**src/rtl/alu_acc_seq.sv**
```systemverilog
// Accumulator ALU with Z/N/C/V flags and a multi-cycle shift-add multiply.
// One op per op_valid/op_ready handshake; done pulses on every write.
module alu_acc_seq #(
  parameter int WIDTH = 8
) (
  input  logic             clk,
  input  logic             rst,
  input  logic [WIDTH-1:0] bus,
  input  logic [3:0]       alusel,
  input  logic             op_valid,
  output logic             op_ready,
  output logic [WIDTH-1:0] ac,
  output logic [WIDTH-1:0] mul_hi,
  output logic [3:0]       flags,
  output logic             done
);

  localparam int M  = WIDTH - 1;
  localparam int CW = $clog2(WIDTH);
  localparam logic [CW-1:0] LAST = CW'(WIDTH - 1);

  localparam logic [3:0] OP_PASS = 4'b0000;
  localparam logic [3:0] OP_ADD  = 4'b0001;
  localparam logic [3:0] OP_SUB  = 4'b0010;
  localparam logic [3:0] OP_INC  = 4'b0011;
  localparam logic [3:0] OP_CLR  = 4'b0100;
  localparam logic [3:0] OP_AND  = 4'b0101;
  localparam logic [3:0] OP_OR   = 4'b0110;
  localparam logic [3:0] OP_XOR  = 4'b0111;
  localparam logic [3:0] OP_NOT  = 4'b1000;
  localparam logic [3:0] OP_SHL  = 4'b1001;
  localparam logic [3:0] OP_SHR  = 4'b1010;
  localparam logic [3:0] OP_MUL  = 4'b1011;
  localparam logic [3:0] OP_ADC  = 4'b1100;

  typedef enum logic {
    S_IDLE,
    S_MUL
  } state_t;

  state_t           state_q, state_d;
  logic [WIDTH-1:0] ac_q, ac_d;
  logic [WIDTH-1:0] mul_hi_q, mul_hi_d;
  logic [3:0]       flags_q, flags_d;
  logic             done_q, done_d;
  logic [CW-1:0]    cnt_q, cnt_d;
  logic [WIDTH-1:0] mcand_q, mcand_d;
  logic [WIDTH-1:0] p_hi_q, p_hi_d;
  logic [WIDTH-1:0] p_lo_q, p_lo_d;

  logic [WIDTH-1:0] add_b;
  logic             add_ci;
  logic [WIDTH:0]   sum;
  logic [WIDTH:0]   diff;
  logic             add_v;
  logic             sub_v;
  logic [WIDTH-1:0] alu_r;
  logic             alu_c;
  logic             alu_v;
  logic             alu_wr;

  logic [WIDTH:0]   mstep;
  logic [WIDTH-1:0] p_hi_n;
  logic [WIDTH-1:0] p_lo_n;

  assign op_ready = (state_q == S_IDLE);
  assign ac       = ac_q;
  assign mul_hi   = mul_hi_q;
  assign flags    = flags_q;
  assign done     = done_q;

  // One adder serves add, inc and add-with-carry
  always_comb begin
    add_b  = bus;
    add_ci = 1'b0;
    if (alusel == OP_INC) begin
      add_b = WIDTH'(1);
    end else if (alusel == OP_ADC) begin
      add_ci = flags_q[1];
    end
  end

  assign sum   = {1'b0, ac_q} + {1'b0, add_b}
               + {{WIDTH{1'b0}}, add_ci};
  assign diff  = {1'b0, ac_q} - {1'b0, bus};
  assign add_v = (ac_q[M] == add_b[M])
               && (sum[M] != ac_q[M]);
  assign sub_v = (ac_q[M] != bus[M])
               && (diff[M] != ac_q[M]);

  always_comb begin
    alu_r  = ac_q;
    alu_c  = 1'b0;
    alu_v  = 1'b0;
    alu_wr = 1'b1;
    unique case (alusel)
      OP_PASS: alu_r = bus;
      OP_ADD, OP_INC, OP_ADC: begin
        alu_r = sum[M:0];
        alu_c = sum[WIDTH];
        alu_v = add_v;
      end
      OP_SUB: begin
        alu_r = diff[M:0];
        alu_c = diff[WIDTH];
        alu_v = sub_v;
      end
      OP_CLR:  alu_r = '0;
      OP_AND:  alu_r = ac_q & bus;
      OP_OR:   alu_r = ac_q | bus;
      OP_XOR:  alu_r = ac_q ^ bus;
      OP_NOT:  alu_r = ~ac_q;
      OP_SHL: begin
        alu_r = {ac_q[M-1:0], 1'b0};
        alu_c = ac_q[M];
      end
      OP_SHR: begin
        alu_r = {1'b0, ac_q[M:1]};
        alu_c = ac_q[0];
      end
      default: alu_wr = 1'b0;
    endcase
  end

  // Shift-add step: add multiplicand into the high half, shift pair right
  assign mstep  = {1'b0, p_hi_q}
                + (p_lo_q[0] ? {1'b0, mcand_q} : '0);
  assign p_hi_n = mstep[WIDTH:1];
  assign p_lo_n = {mstep[0], p_lo_q[M:1]};

  always_comb begin
    state_d  = state_q;
    ac_d     = ac_q;
    mul_hi_d = mul_hi_q;
    flags_d  = flags_q;
    done_d   = 1'b0;
    cnt_d    = cnt_q;
    mcand_d  = mcand_q;
    p_hi_d   = p_hi_q;
    p_lo_d   = p_lo_q;
    case (state_q)
      S_IDLE: begin
        if (op_valid) begin
          if (alusel == OP_MUL) begin
            state_d = S_MUL;
            cnt_d   = '0;
            mcand_d = bus;
            p_hi_d  = '0;
            p_lo_d  = ac_q;
          end else begin
            done_d = 1'b1;
            if (alu_wr) begin
              ac_d    = alu_r;
              flags_d = {alu_r == '0, alu_r[M],
                         alu_c, alu_v};
            end
          end
        end
      end
      S_MUL: begin
        p_hi_d = p_hi_n;
        p_lo_d = p_lo_n;
        cnt_d  = cnt_q + CW'(1);
        if (cnt_q == LAST) begin
          state_d  = S_IDLE;
          ac_d     = p_lo_n;
          mul_hi_d = p_hi_n;
          done_d   = 1'b1;
          flags_d  = {({p_hi_n, p_lo_n} == '0),
                      p_hi_n[M],
                      p_hi_n != '0,
                      p_hi_n != '0};
        end
      end
      default: state_d = S_IDLE;
    endcase
  end

  always_ff @(posedge clk) begin
    if (rst) begin
      state_q  <= S_IDLE;
      ac_q     <= '0;
      mul_hi_q <= '0;
      flags_q  <= '0;
      done_q   <= 1'b0;
      cnt_q    <= '0;
      mcand_q  <= '0;
      p_hi_q   <= '0;
      p_lo_q   <= '0;
    end else begin
      state_q  <= state_d;
      ac_q     <= ac_d;
      mul_hi_q <= mul_hi_d;
      flags_q  <= flags_d;
      done_q   <= done_d;
      cnt_q    <= cnt_d;
      mcand_q  <= mcand_d;
      p_hi_q   <= p_hi_d;
      p_lo_q   <= p_lo_d;
    end
  end

endmodule
```
**config.mk**
```make
export PLATFORM = sky130hd
export DESIGN_NAME = alu_acc_seq
export DESIGN_NICKNAME = d
export VERILOG_FILES = /design/src/rtl/alu_acc_seq.sv
export SDC_FILE = /design/constraint.sdc
export NUM_CORES = 1
export LEC_CHECK = 0
export BUFFER_PORTS_ARGS = -buffer_cell sky130_fd_sc_hd__buf_4
export CAP_MARGIN = 5
export CELL_PAD_IN_SITES_DETAIL_PLACEMENT = 1
export CELL_PAD_IN_SITES_GLOBAL_PLACEMENT = 1
export CORE_MARGIN = 2
export CORE_UTILIZATION = 29
export DETAILED_ROUTE_END_ITERATION = 10
export GPL_TIMING_DRIVEN = 0
export HOLD_SLACK_MARGIN = 0.02
export MAX_ROUTING_LAYER = met4
export PLACE_DENSITY_LB_ADDON = 0.12
export SLEW_MARGIN = 20
export SYNTH_ARGS = -nofsm -noshare
export SYNTH_HDL_FRONTEND = slang
export SYNTH_SLANG_ARGS = --single-unit
export TNS_END_PERCENT = 10
```
**constraint.sdc**
```tcl
create_clock -name clk -period 5.6 [get_ports clk]
set_clock_uncertainty 0.15 [all_clocks]
set_input_delay 1.12 -clock clk [delete_from_list [all_inputs] [get_ports clk]]
set_output_delay 1.12 -clock clk [all_outputs]
set_load 0.005 [all_outputs]
```
==> flow_metrics.py <==
metrics = {
    "synthesis": {
        "netlist_instances": 585,
        "avgSynthCellArea_um2": 7.39,
        "async_reset_ff_share_pct": 0,
        "syn_area_mm2": 0.00432,
        "synth.distinct_cells": 71,
        "yosys_warnings": 0,
        "syn-num-nets": 645,
        "synthFlopType": "dfxtp_1",
        "synth_edf_count": 0,
        "synth_seq_cells": 49,
        "yosysSeqAreaShare_pct": 22.7,
    },
    "floorplanning": {
        "initial_core_util_pct": 29.7,
        "die_x_um": 126,
        "dieHeight_um": 126,
        "placement_rows": 44,
        "die-area_mm2": 0.0159,
        "ios": 37,
        "core_region_area_mm2": 0.0145,
    },
    "power": {
        "internal_power_mw": 0.723,
        "finalPower_mw": 1.07,
        "p_clk_share_pct": 38.2,
        "ir_drop_v": 0.000115,
        "power_leakage_nw": 2.02,
        "swShare_pct": 32.7,
        "switchingPower_mw": 0.351,
        "power_density_mw_per_mm2": 215,
        "p_seq_share_pct": 35.3,
        "pwr-share-comb_pct": 26.5,
    },
    "worst_setup_path": {
        "cp-end-kind": "flip-flop",
        "critPathRequiredTime_ps": 5680,
        "cp_cell_sequence": "buf_2 > buf_2 > buf_1 > and3_1 > clkbuf_1 > or2_2 > fa_1 > inv_1 > fa_1 > xor2_1 > o32ai_1 > nor4_1 > o2111ai_1 > or4b_1 > o22ai_1",
        "reg2reg_slack_ps": 1950,
        "path_max_fanout": 10,
        "critical-path-max-stage-delay_ps": 670,
        "cpMaxStageDelayCell": "nor4_1",
        "crit_path_start_kind": "input port",
        "rr_endpoint": "ac[7]",
        "r2r_cells": 10,
        "r2r_start": "ac[4]",
        "crit_arrival_ps": 5530,
        "criticalPathCategory": "in2reg",
    },
    "clocking": {
        "post_cts_buffers": 0,
        "cts_root_buf": "clkbuf_16",
        "clkSinkCount": 49,
        "cts.repair.resized": 0,
        "h-tree-depth": 2,
        "clk_pin_slew_ps": 80,
        "numCtsBuffers": 5,
        "postCtsHoldBufs": 0,
        "cts_tree": "done",
        "insertion_delay_ps": 290,
        "clockBufferDepth": 2,
    },
    "timing": {
        "finalCriticalPeriod_ps": 5460,
        "setup_viol": 0,
        "max_freq_mhz": 183,
        "slew_headroom_pct": 30.9,
        "final.period_utilization_pct": 97.5,
        "worst_pin_slew_ps": 1030,
        "finalMaxSlewViolations": 0,
        "hold_ws_ps": 308,
        "rsz0062_at_grt": "no",
        "layout_setup_ws_ps": 141,
        "setup_tns_ps": 0,
        "hold_viol": 0,
    },
    "job": {
        "maxCapViolCount": 0,
    },
    "final_layout": {
        "final_core_util_pct": 34.4,
        "diodes": 0,
        "fillCellCount": 1810,
        "syn_to_final_growth_pct": 15.7,
        "postLayoutCellArea_mm2": 0.00500,
        "nets": 686,
        "instances_no_fill": 811,
        "drive_gt1_share_pct": 11.0,
    },
    "placed_design": {
        "dp_hpwl_um": 13900,
        "dpl-instance-area_mm2": 0.00481,
        "dp_cells": 803,
        "port_buffers": 34,
        "gp_congestion": 0.942,
        "dpl_worst_slack_ps": -51.3,
    },
    "routing": {
        "wl_um": 17600,
        "wl_per_cell_um": 21.7,
        "drtAntennaViolNets": 0,
        "firstDrtPassIters": 5,
        "dr_total_vias": 4591,
        "vias_per_cell": 5.66,
        "drc_errors": 0,
        "drt_iter0_markers": 244,
    },
    "global_route": {
        "grt-ovfl-total": 0,
        "grt_pass1_vias": 4687,
        "grt.total_usage_pct": 22.5,
        "grt_max_degree": 17,
        "grt_pass1_wl_um": 27100,
        "antenna_found_initial": 0,
    },
    "worst_hold_path": {
        "hp-start": "mul_hi[2]",
        "min_path_cells": 2,
        "hold_path_class": "reg2reg",
        "min_to": "mul_hi[2]",
    },
    "run_status": {
        "status": "finished clean",
    },
}
-- worst max-delay path, delay by kind of cell --
kind / cells / cell delay, ps
compound gates: 3 / 510
fa+ha+maj: 2 / 640
xor+xnor: 1 / 230
buf+inv: 5 / 1370
simple gates: 4 / 1650
-- power groups by stage --
| stage | combinational, mW | sequential (mW) | clock, mW |
|---|---|---|---|
| after CTS | 0.281 | 0.380 | 0.416 |
| after global placement | 0.275 | 0.388 | 0 |
| after global routing | 0.311 | 0.381 | 0.427 |
| final | 0.284 | 0.380 | 0.411 |
| after detailed placement | 0.280 | 0.388 | 0 |
| after floorplan | 0.182 | 0.378 | 0 |
-- area by class of cell --
type                       instances  area, µm²  share of cell area [%]
multi-input combinational        464       3050                    61.0
clock buffer                       5        125                    2.50
clock inverter                     3       68.8                    1.38
inverter                          36        135                    2.70
buffer                            36        156                    3.13
tap                              184        230                    4.60
timing repair buffer              34        255                    5.11
sequential                        49        981                    19.6
-- registers in the layout, indices dropped and copies added, names as in the netlist --
name and count:
cnt_q 3, mcand_q 8, mul_hi 8, ac 8, flags 4, state_q 1
p_hi_q 8, p_lo_q 8, done 1
-- per-layer routing --
| metal | vias to the layer above | global-route usage (%) | share of wire (%) |
|---|---|---|---|
| li1 | 2197 | - | - |
| met1 | 2269 | 30.1 | 48 |
| met2 | 101 | 35.8 | 46 |
| met3 | 24 | 2.72 | 3.6 |
| met4 | 0 | 6.46 | 2.8 |
| met5 | - | - | 0 |
-- synth_stat cells (3+ instances only) --
| cell type | instances | area [µm²] |
|---|---|---|
| nor2_1 | 84 | 315 |
| a21oi_1 | 64 | 320 |
| dfxtp_1 | 49 | 981 |
| ha_1 | 41 | 513 |
| inv_1 | 35 | 131 |
| nand2_1 | 33 | 124 |
| o21ai_0 | 31 | 155 |
| clkbuf_1 | 22 | 82.6 |
| a211oi_1 | 14 | 105 |
| and2_1 | 13 | 81.3 |
| nor3_1 | 13 | 65.1 |
| buf_2 | 11 | 55.1 |
| and3_1 | 10 | 62.6 |
| nand2b_1 | 9 | 56.3 |
| nor2b_1 | 9 | 56.3 |
| o22ai_1 | 9 | 56.3 |
| a31oi_1 | 7 | 43.8 |
| mux2i_1 | 7 | 70.1 |
| nand3_1 | 7 | 35.0 |
| o211ai_1 | 6 | 45.0 |
| xnor2_1 | 6 | 52.6 |
| xor2_1 | 6 | 52.6 |
| nor4_1 | 5 | 31.3 |
| a221oi_1 | 4 | 35.0 |
| a2bb2oi_1 | 4 | 35.0 |
| fa_1 | 4 | 80.1 |
| nor3b_1 | 4 | 30.0 |
| o21a_1 | 4 | 30.0 |
| o221ai_1 | 4 | 35.0 |
| or2_2 | 4 | 25.0 |
| a211o_1 | 3 | 26.3 |
| a22oi_1 | 3 | 22.5 |
| a31o_2 | 3 | 26.3 |
| a32o_1 | 3 | 30.0 |
| nor4b_1 | 3 | 26.3 |
| o211a_1 | 3 | 30.0 |
| o21ai_1 | 3 | 15.0 |
| o32ai_1 | 3 | 26.3 |
-- layout by cell type, fill, tap and decap left out, types with 5 or more instances in the layout --
cell / count
o21ai_0: 31
nand3_1: 7
buf_2: 11
nor4_1: 5
xor2_1: 6
and3_1: 10
inv_1: 35
clkbuf_16: 5
nor2b_1: 9
buf_4: 36
mux2i_1: 7
a211oi_1: 14
nand2b_1: 9
o22ai_1: 9
a31oi_1: 7
nor2_1: 84
dfxtp_1: 49
nand2_1: 33
ha_1: 41
and2_1: 13
clkbuf_1: 22
o211ai_1: 6
nor3_1: 13
xnor2_1: 6
a21oi_1: 64
-- worst max path at each step --
stage / to / slack, ps / from / depth (start not counted)
floorplan: flags[3] / 1070 / alusel[1] / 14
global placement: flags[3] / -120 / alusel[1] / 15
detailed placement: flags[3] / -50 / alusel[1] / 15
CTS: flags[3] / 240 / alusel[1] / 15
global route: flags[3] / 40 / alusel[1] / 15
finish: flags[3] / 140 / alusel[1] / 15
-- cells by family (layout without fill, tap and decap cells) --
family | count (synthesis) | after routing | synth area share [%]
AOI/OAI and AO/OA | 191 | 191 | 28.8
xor gates and xnor gates | 12 | 12 | 2.43
adders and majority gates | 45 | 45 | 13.7
buffers and inverters | 72 | 114 | 6.75
DFF | 49 | 49 | 22.7
muxes | 8 | 8 | 1.88
and+or+nand+nor | 208 | 208 | 23.7
Note: power is estimated with default switching activity, not from simulation.
